$ cat config.mk
export PLATFORM = sky130hd
export DESIGN_NAME = cmd_ext_trigger
export DESIGN_NICKNAME = d
export VERILOG_FILES = /design/src/rtl/cmd_ext_trigger.sv
export SDC_FILE = /design/constraint.sdc
export NUM_CORES = 1
export LEC_CHECK = 0
export BUFFER_PORTS_ARGS = -buffer_cell sky130_fd_sc_hd__clkbuf_2
export CORE_MARGIN = 2
export CORE_UTILIZATION = 50
export CTS_CLUSTER_SIZE = 25
export DETAILED_ROUTE_END_ITERATION = 10
export PLACE_DENSITY_LB_ADDON = 0.25
export SYNTH_ARGS = -nofsm -noshare
export SYNTH_HDL_FRONTEND = slang
export SYNTH_SLANG_ARGS = --single-unit
export TNS_END_PERCENT = 1
$ cat constraint.sdc
create_clock -name CMD_CLK_IN -period 2.2 [get_ports CMD_CLK_IN]
set_clock_uncertainty 0.05 [all_clocks]
set_input_delay 0.66 -clock CMD_CLK_IN [delete_from_list [all_inputs] [get_ports CMD_CLK_IN]]
set_output_delay 0.66 -clock CMD_CLK_IN [all_outputs]
set_load 0.1 [all_outputs]
$ cat src/rtl/cmd_ext_trigger.sv
// rtl/cmd_ext_trigger.sv - external trigger to one-cycle command start flag; optional glitch filter via CMD_TRIG_GLITCH_FILTER_EN
module cmd_ext_trigger #(
  parameter int DELAY_WIDTH = 8,
  parameter int CNT_WIDTH   = 16
) (
  input  logic                   CMD_CLK_IN,
  input  logic                   CMD_RST_N,
  input  logic                   TRIG_IN,
  input  logic                   CMD_EXT_START_ENABLE,
  input  logic                   CMD_READY,
  input  logic                   CONF_TRIG_INVERT,
  input  logic [DELAY_WIDTH-1:0] CONF_DELAY,
  input  logic [DELAY_WIDTH-1:0] CONF_DEADTIME,
  input  logic                   CNT_CLR,
  output logic                   CMD_EXT_START_FLAG,
  output logic                   TRIG_BUSY,
  output logic [CNT_WIDTH-1:0]   TRIG_ACCEPTED_CNT,
  output logic [CNT_WIDTH-1:0]   TRIG_VETOED_CNT
);

  typedef enum logic [1:0] {IDLE, DELAY, FIRE, DEAD} state_t;

  state_t                 state, state_next;
  logic [DELAY_WIDTH-1:0] cnt, cnt_next;
  logic [DELAY_WIDTH-1:0] dead_load;
  logic                   sync1, sync2;
  logic                   lvl, edge_lvl, lvl_prev, trig_edge;
  logic                   flag_d, busy_d, acc_inc, veto_inc;

  assign lvl = sync2 ^ CONF_TRIG_INVERT;

`ifdef CMD_TRIG_GLITCH_FILTER_EN
  // Filtered level only follows lvl once it has held for three samples.
  logic [1:0] hist;
  logic       filt_lvl;

  assign edge_lvl = (lvl == hist[0] && lvl == hist[1]) ? lvl : filt_lvl;

  always_ff @(posedge CMD_CLK_IN or negedge CMD_RST_N) begin
    if (!CMD_RST_N) begin
      hist     <= 2'b00;
      filt_lvl <= 1'b0;
    end else begin
      hist     <= {hist[0], lvl};
      filt_lvl <= edge_lvl;
    end
  end
`else
  assign edge_lvl = lvl;
`endif

  always_ff @(posedge CMD_CLK_IN or negedge CMD_RST_N) begin
    if (!CMD_RST_N) begin
      sync1     <= 1'b0;
      sync2     <= 1'b0;
      lvl_prev  <= 1'b0;
      trig_edge <= 1'b0;
    end else begin
      sync1     <= TRIG_IN;
      sync2     <= sync1;
      lvl_prev  <= edge_lvl;
      trig_edge <= edge_lvl & ~lvl_prev;
    end
  end

  // Dead time never shorter than the sequencer's ready-drop latency.
  assign dead_load = (CONF_DEADTIME < DELAY_WIDTH'(2)) ? DELAY_WIDTH'(2) : CONF_DEADTIME;

  always_ff @(posedge CMD_CLK_IN or negedge CMD_RST_N) begin
    if (!CMD_RST_N) begin
      state              <= IDLE;
      cnt                <= '0;
      CMD_EXT_START_FLAG <= 1'b0;
      TRIG_BUSY          <= 1'b0;
    end else begin
      state              <= state_next;
      cnt                <= cnt_next;
      CMD_EXT_START_FLAG <= flag_d;
      TRIG_BUSY          <= busy_d;
    end
  end

  always_comb begin
    state_next = state;
    cnt_next   = cnt;
    case (state)
      IDLE: begin
        if (trig_edge && CMD_EXT_START_ENABLE && CMD_READY) begin
          cnt_next   = CONF_DELAY;
          state_next = (CONF_DELAY == '0) ? FIRE : DELAY;
        end
      end
      DELAY: begin
        if (!CMD_EXT_START_ENABLE) begin
          state_next = IDLE;
        end else if (cnt == DELAY_WIDTH'(1)) begin
          state_next = FIRE;
        end else begin
          cnt_next = cnt - DELAY_WIDTH'(1);
        end
      end
      FIRE: begin
        cnt_next   = dead_load;
        state_next = DEAD;
      end
      DEAD: begin
        if (cnt == DELAY_WIDTH'(1)) begin
          state_next = IDLE;
        end else begin
          cnt_next = cnt - DELAY_WIDTH'(1);
        end
      end
      default: state_next = IDLE;
    endcase
  end

  always_comb begin
    flag_d   = (state_next == FIRE);
    busy_d   = (state_next != IDLE);
    acc_inc  = (state == FIRE);
    veto_inc = trig_edge &&
               ((state != IDLE) || (CMD_EXT_START_ENABLE && !CMD_READY));
  end

  // Clear beats a same-cycle increment; both counters stick at all-ones.
  always_ff @(posedge CMD_CLK_IN or negedge CMD_RST_N) begin
    if (!CMD_RST_N) begin
      TRIG_ACCEPTED_CNT <= '0;
      TRIG_VETOED_CNT   <= '0;
    end else if (CNT_CLR) begin
      TRIG_ACCEPTED_CNT <= '0;
      TRIG_VETOED_CNT   <= '0;
    end else begin
      if (acc_inc && TRIG_ACCEPTED_CNT != '1)
        TRIG_ACCEPTED_CNT <= TRIG_ACCEPTED_CNT + CNT_WIDTH'(1);
      if (veto_inc && TRIG_VETOED_CNT != '1)
        TRIG_VETOED_CNT <= TRIG_VETOED_CNT + CNT_WIDTH'(1);
    end
  end

endmodule

; After elaboration in Yosys (flattened, before gate mapping)
; Cells that the tools add are included.
[totals]
latch_bits = 0
elab_cells = 56
regBits = 48
ram_bits = 0
n_memories = 0
mem_bits_ro = 0
[classes]
multipliers = 0
addsub = 3
div = 0
magnitude_cmp = 1
n_mux = 15
n_eq_ne = 9
n_shift = 0
reduce_logical = 15
bitwise_logic = 3
[ops]
columns = operator, count
row1 = 2-to-1 mux 16 bit, 4
row2 = "adder 16 x 1 -> 16 bit, second input constant", 2
row3 = 2-to-1 mux 8 bit, 4
row4 = "inequality test 16 bit, second input constant", 2
row5 = case mux 8 bit (4 select lines), 1
row6 = 2-to-1 mux 2 bit, 5
row7 = "equality test 8 x 1 -> 1 bit, second input constant", 1
row8 = logical NOT 8 bit, 1
row9 = "< comparator 8 x 2 -> 1 bit, second input constant", 1
row10 = case mux 2 bit (4 select lines), 1
row11 = nonzero test 2 bit, 4
row12 = "subtractor 8 x 1 -> 8 bit, second input constant", 1
row13 = "equality test 2 bit, second input constant", 3
row14 = logical AND 1 bit, 6
row15 = "inequality test 2 bit, second input constant", 2
row16 = "equality test 2 x 1 -> 1 bit, second input constant", 1
row17 = logical NOT 2 bit, 1
row18 = AND reduction 2 bit, 1
row19 = AND 1 bit, 1
row20 = logical NOT 1 bit, 1
row21 = logical OR 1 bit, 1
row22 = inverter 1 bit, 1
row23 = bitwise XOR 1 bit, 1

; Depth between registers and ports, before layout
[depth]
word_depth = 7
ltp_mapped = 7
ltp_nobuf = 6

; Worst setup path after synthesis
; No wires, ideal clock.
[synth_timing]
path_type = register -> register
start = register TRIG_ACCEPTED_CNT[6]
end = register TRIG_ACCEPTED_CNT[14]
slack_ps = -294
required_time_ps = 2028
arrival_time_ps = 2322
stages_incl_launch_ff = 5
path_cell_list = dfrtp_1 > nand4b_1 > or3_1 > or4_1 > o211a_1
[synth_between]
elab_chain_cells = 3
elab_cells_between_ends = 6
cone_classes = 1 x add/sub / 1 x eq/ne / 2 x mux / 2 x reduce/logical
[synth_lines]
columns = element, line
row1 = start: declaration, 17  ; output logic [CNT_WIDTH-1:0] TRIG_ACCEPTED_CNT,
row2 = start signal: assignment, 135  ; TRIG_ACCEPTED_CNT <= TRIG_ACCEPTED_CNT + CNT_WIDTH'(1);
row3 = adder 16 x 1 -> 16 bit / inequality test 16 bit (equally long branches), "135, 134"
row4 = 2-to-1 mux 16 bit / logical AND 1 bit (equally long branches), 134  ; if (acc_inc && TRIG_ACCEPTED_CNT != '1)
row5 = 2-to-1 mux 16 bit / nonzero test 2 bit (equally long branches), n/a
; Parallel ways exist; a longest one is shown, timed or not. The select of a mux whose other input is x is not followed.
; A chain may end at the register's enable or synchronous reset.

; Final worst setup path
[layout_timing]
start = register cnt[3]
end = register CMD_EXT_START_FLAG
[layout_between]
elab_chain_cells = 5
elab_cells_between_ends = 6
cone_classes = 2 x eq/ne / 4 x mux
[layout_lines]
columns = element, line
row1 = start: declaration, 24  ; logic [DELAY_WIDTH-1:0] cnt, cnt_next;
row2 = start signal: assignment, 77  ; cnt <= cnt_next;
row3 = equality test 8 x 1 -> 1 bit *, "96, 107"
row4 = 2-to-1 mux 2 bit, 96  ; end else if (cnt == DELAY_WIDTH'(1)) begin
row5 = 2-to-1 mux 2 bit, 94  ; if (!CMD_EXT_START_ENABLE) begin
row6 = case mux 2 bit (4 select lines) *, 86  ; case (state)
row7 = equality test 2 bit *, 118  ; flag_d = (state_next == FIRE);
row8 = via flag_d, 28  ; logic flag_d, busy_d, acc_inc, veto_inc;
row9 = end signal: assignment, 78  ; CMD_EXT_START_FLAG <= flag_d;
row10 = end: declaration, 15  ; output logic CMD_EXT_START_FLAG,
; Mark *: on every way through the listed nets, which the timed path passes. The rest lies on a longest branch.

==> results by group <==
Critical path
  – Cell Chain, Critical Path: or4_4, nor4b_4, buf_4, nor2b_1, nor4bb_1
  – Critical Path AT: 2.19 ns
  – Critical Path RT: 2.35 ns
  – Crit path max fanout: 6
  – Max stage delay on crit path: 0.57 ns
  – CP Capture Type: register
  – Setup CP Type: register to register
  – Startpoint types: register
  – Critical path's slowest cell: or4_4

Yosys
  – Sequential-to-total area share from yosys stat: 0.418
  – Post-synthesis register bit count: 48
  – Post-synth net total: between 300 and 400
  – Library cells used by synthesis: 56
  – Ys async rst share: 1.00
  – Mapped Cells: 314
  – Synthesized area: ~0.0029 mm^2
  – Yosys Warn Count: 0
  – Post-synth EDFFs: 0
  – Synth Flop Type: dfrtp_1
  – Synthesized area per cell: 9.16 um^2

Pwr
  – Cell Pwr Density: 784 mW/mm^2
  – VDD IR max: 0.670 mV
  – Leakage: approximately 0.0014 uW

Timing
  – Hold Vio Cnt, Final: 0
  – Min Tclk post-route: approximately 2.0 ns
  – Setup TNS Final: 0 ns
  – FMAX: 0.490 GHz
  – RSZ-0062 raised after global routing: no
  – Fin worst setup slack: around 0.16 ns
  – Final setup fails: 0
  – Max_slew headroom: 0.595
  – Worst-Margin Slew: 0.602 ns
  – Final Max Slew Viols: 0
  – Final period util: 0.928

Global routing
  – Overflow after GRT: 0
  – Pin count of the biggest net entering global routing: 49
  – First-pass GRT wire length: between 10 and 15 mm
  – Initial antenna violation count: 0
  – Vias in the first global route: 2473
  – GRT Overall Usage: 0.228

Placement
  – PortBufs: 56
  – Pre-CTS WS: approximately 0.037 ns
  – Routability congestion estimate from global placement: 0.900
  – HPWL after DPL: a little over 5 mm

Routing
  – Avg WL per Cell: between 15 and 20 um
  – First-pass iteration count of the detailed router: 7
  – DRC viols: 0
  – Final ANT Viol Nets: 0
  – Routed WL: 7.03 mm
  – Via count: about 2700
  – Initial DRC count: approximately 160
  – Via-to-Cell Ratio: around 5.9

Clocking
  – Num CTS Buffers: 5
  – Max H-tree Level: 2
  – Reg clk slew, reported paths: 0.09 ns
  – CTS tree: built
  – Hold_buf cts: 0
  – Root Driver: clkbuf_8
  – # clock sinks: 48
  – Deepest clock path buffer count: 2
  – Clock Latency Late Sink: around 0.31 ns

Status
  – Run status: completed

Die
  – Core Region: roughly 0.0055 mm^2
  – Boundary pin count: 57
  – Die H: ~80 um
  – Initial core utilization: 0.519
  – Die ar.: roughly 0.0064 mm^2
  – Die X: 79.8 um
  – Row Count: 27

Job
  – Max Cap Viol: 0

Min path
  – Worst hold path type: register to register

Final layout
  – Share of layout cells above drive strength 1: 0.311
  – Multi-input logic area: 0.00156 mm^2
  – Fillers: 487
  – Commonest non-fill, non-tap cell in the layout: clkbuf_2
  – Diodes inserted: 0
  – Area Overhead vs Synth: 21.2%
  – Storage cell area: ~0.0012 mm^2
  – Most frequent cells in the layout: clkbuf_2, a21oi_1, dfrtp_1
  – Final nets: 412
==> Yosys cell counts (3+ instances only) <==
| cell type | count | area share |
|---|---|---|
| ha_1 | 4 | 0.017 |
| nand4_1 | 9 | 0.020 |
| o211ai_1 | 4 | 0.010 |
| mux2_2 | 6 | 0.023 |
| or2_2 | 3 | 0.0065 |
| o2111ai_1 | 3 | 0.0091 |
| mux2i_1 | 7 | 0.024 |
| nor4_1 | 17 | 0.037 |
| dfrtp_1 | 48 | 0.42 |
| nor3_1 | 8 | 0.014 |
| and4_1 | 3 | 0.0091 |
| a21oi_1 | 27 | 0.047 |
| nand3_1 | 7 | 0.012 |
| o41ai_1 | 4 | 0.012 |
| nor2b_1 | 9 | 0.020 |
| nand2b_1 | 5 | 0.011 |
| inv_1 | 13 | 0.017 |
| or3_1 | 13 | 0.028 |
| nor2_1 | 13 | 0.017 |
| nand2_1 | 22 | 0.029 |
| or4_1 | 10 | 0.026 |
| o31ai_1 | 7 | 0.018 |
| o21ai_0 | 18 | 0.031 |
| o21a_1 | 4 | 0.010 |
| clkbuf_1 | 10 | 0.013 |
==> worst paths after layout <==
check                                from                     to  slack (ns)  cells past startpoint
max in group asynchronous       CMD_RST_N   TRIG_ACCEPTED_CNT[4]        1.26                      2
worst min register to register      sync1                  sync2        0.30                      0
worst max-delay path               cnt[3]     CMD_EXT_START_FLAG        0.16                      5
worst max register to register     cnt[3]     CMD_EXT_START_FLAG        0.16                      5
min in group asynchronous       CMD_RST_N  TRIG_ACCEPTED_CNT[10]        0.38                      2
worst min-delay path                sync1                  sync2        0.30                      0
==> layout make-up <==
class,instances,area share
inverter,13,0.0140
tap,72,0.0258
multi-input combinational,238,0.447
sequential,48,0.352
clock buffer,7,0.0219
timing repair buffer,79,0.130
clock inverter,1,0.00861
==> routing by layer <==
layer	wire, um	global-route usage
met5	0	0
met4	84	0.0763
met3	280	0.0464
met2	3410	0.370
met1	3260	0.305
==> worst max-delay path, delay by kind of cell (launching register included) <==
kind | cells | cell delay (ns)
buffers and inverters | 1 | 0.20
flip-flops | 1 | 0.41
AND/OR/NAND/NOR | 4 | 1.28
==> through the flow <==
stage | hold WS (ns) | instances | utilization | power (uW) | area, um^2
2_1_floorplan | 0.281 | 314 | - | 1830 | 2900
3_3_place_gp | 0.284 | 450 | 0.609 | 2070 | 3380
3_5_place_dp | 0.291 | 450 | 0.609 | 2090 | 3380
4_1_cts | 0.296 | 458 | 0.629 | 2740 | 3480
5_1_grt | 0.294 | 458 | 0.629 | 2900 | 3490
6_report | 0.295 | 458 | 0.629 | 2730 | 3490
==> power breakdown <==
part	leakage (uW)	total, uW	switching (uW)	internal (uW)
combinational	0.000757	978	585	392
sequential	0.000611	1120	123	993
clock	0.0000524	641	301	341
total	0.00142	2730	1010	1730
==> registers in the layout, indices dropped and copies added, names as in the netlist <==
register and flops:
cnt 8, CMD_EXT_START_FLAG 1, lvl_prev 1, TRIG_BUSY 1, sync1 1, TRIG_ACCEPTED_CNT 16
state 2, sync2 1, trig_edge 1, TRIG_VETOED_CNT 16
==> logic make-up after synthesis <==
family	share of synthesized area
flip-flops	0.418
XOR/XNOR	0.00609
adder cells (fa/ha/maj)	0.0174
AO/OA/AOI/OAI	0.199
AND/OR/NAND/NOR	0.271
multiplexers	0.0479
buffers and inverters	0.0413
==> what timing repair did <==
| item | in CTS | in global routing |
|---|---|---|
| buffers inserted | 0 | 0 |
| setup endpoints to repair | 0 | 2 |
| resized for setup | 0 | 1 |
Power figures use the tool's default switching activity.
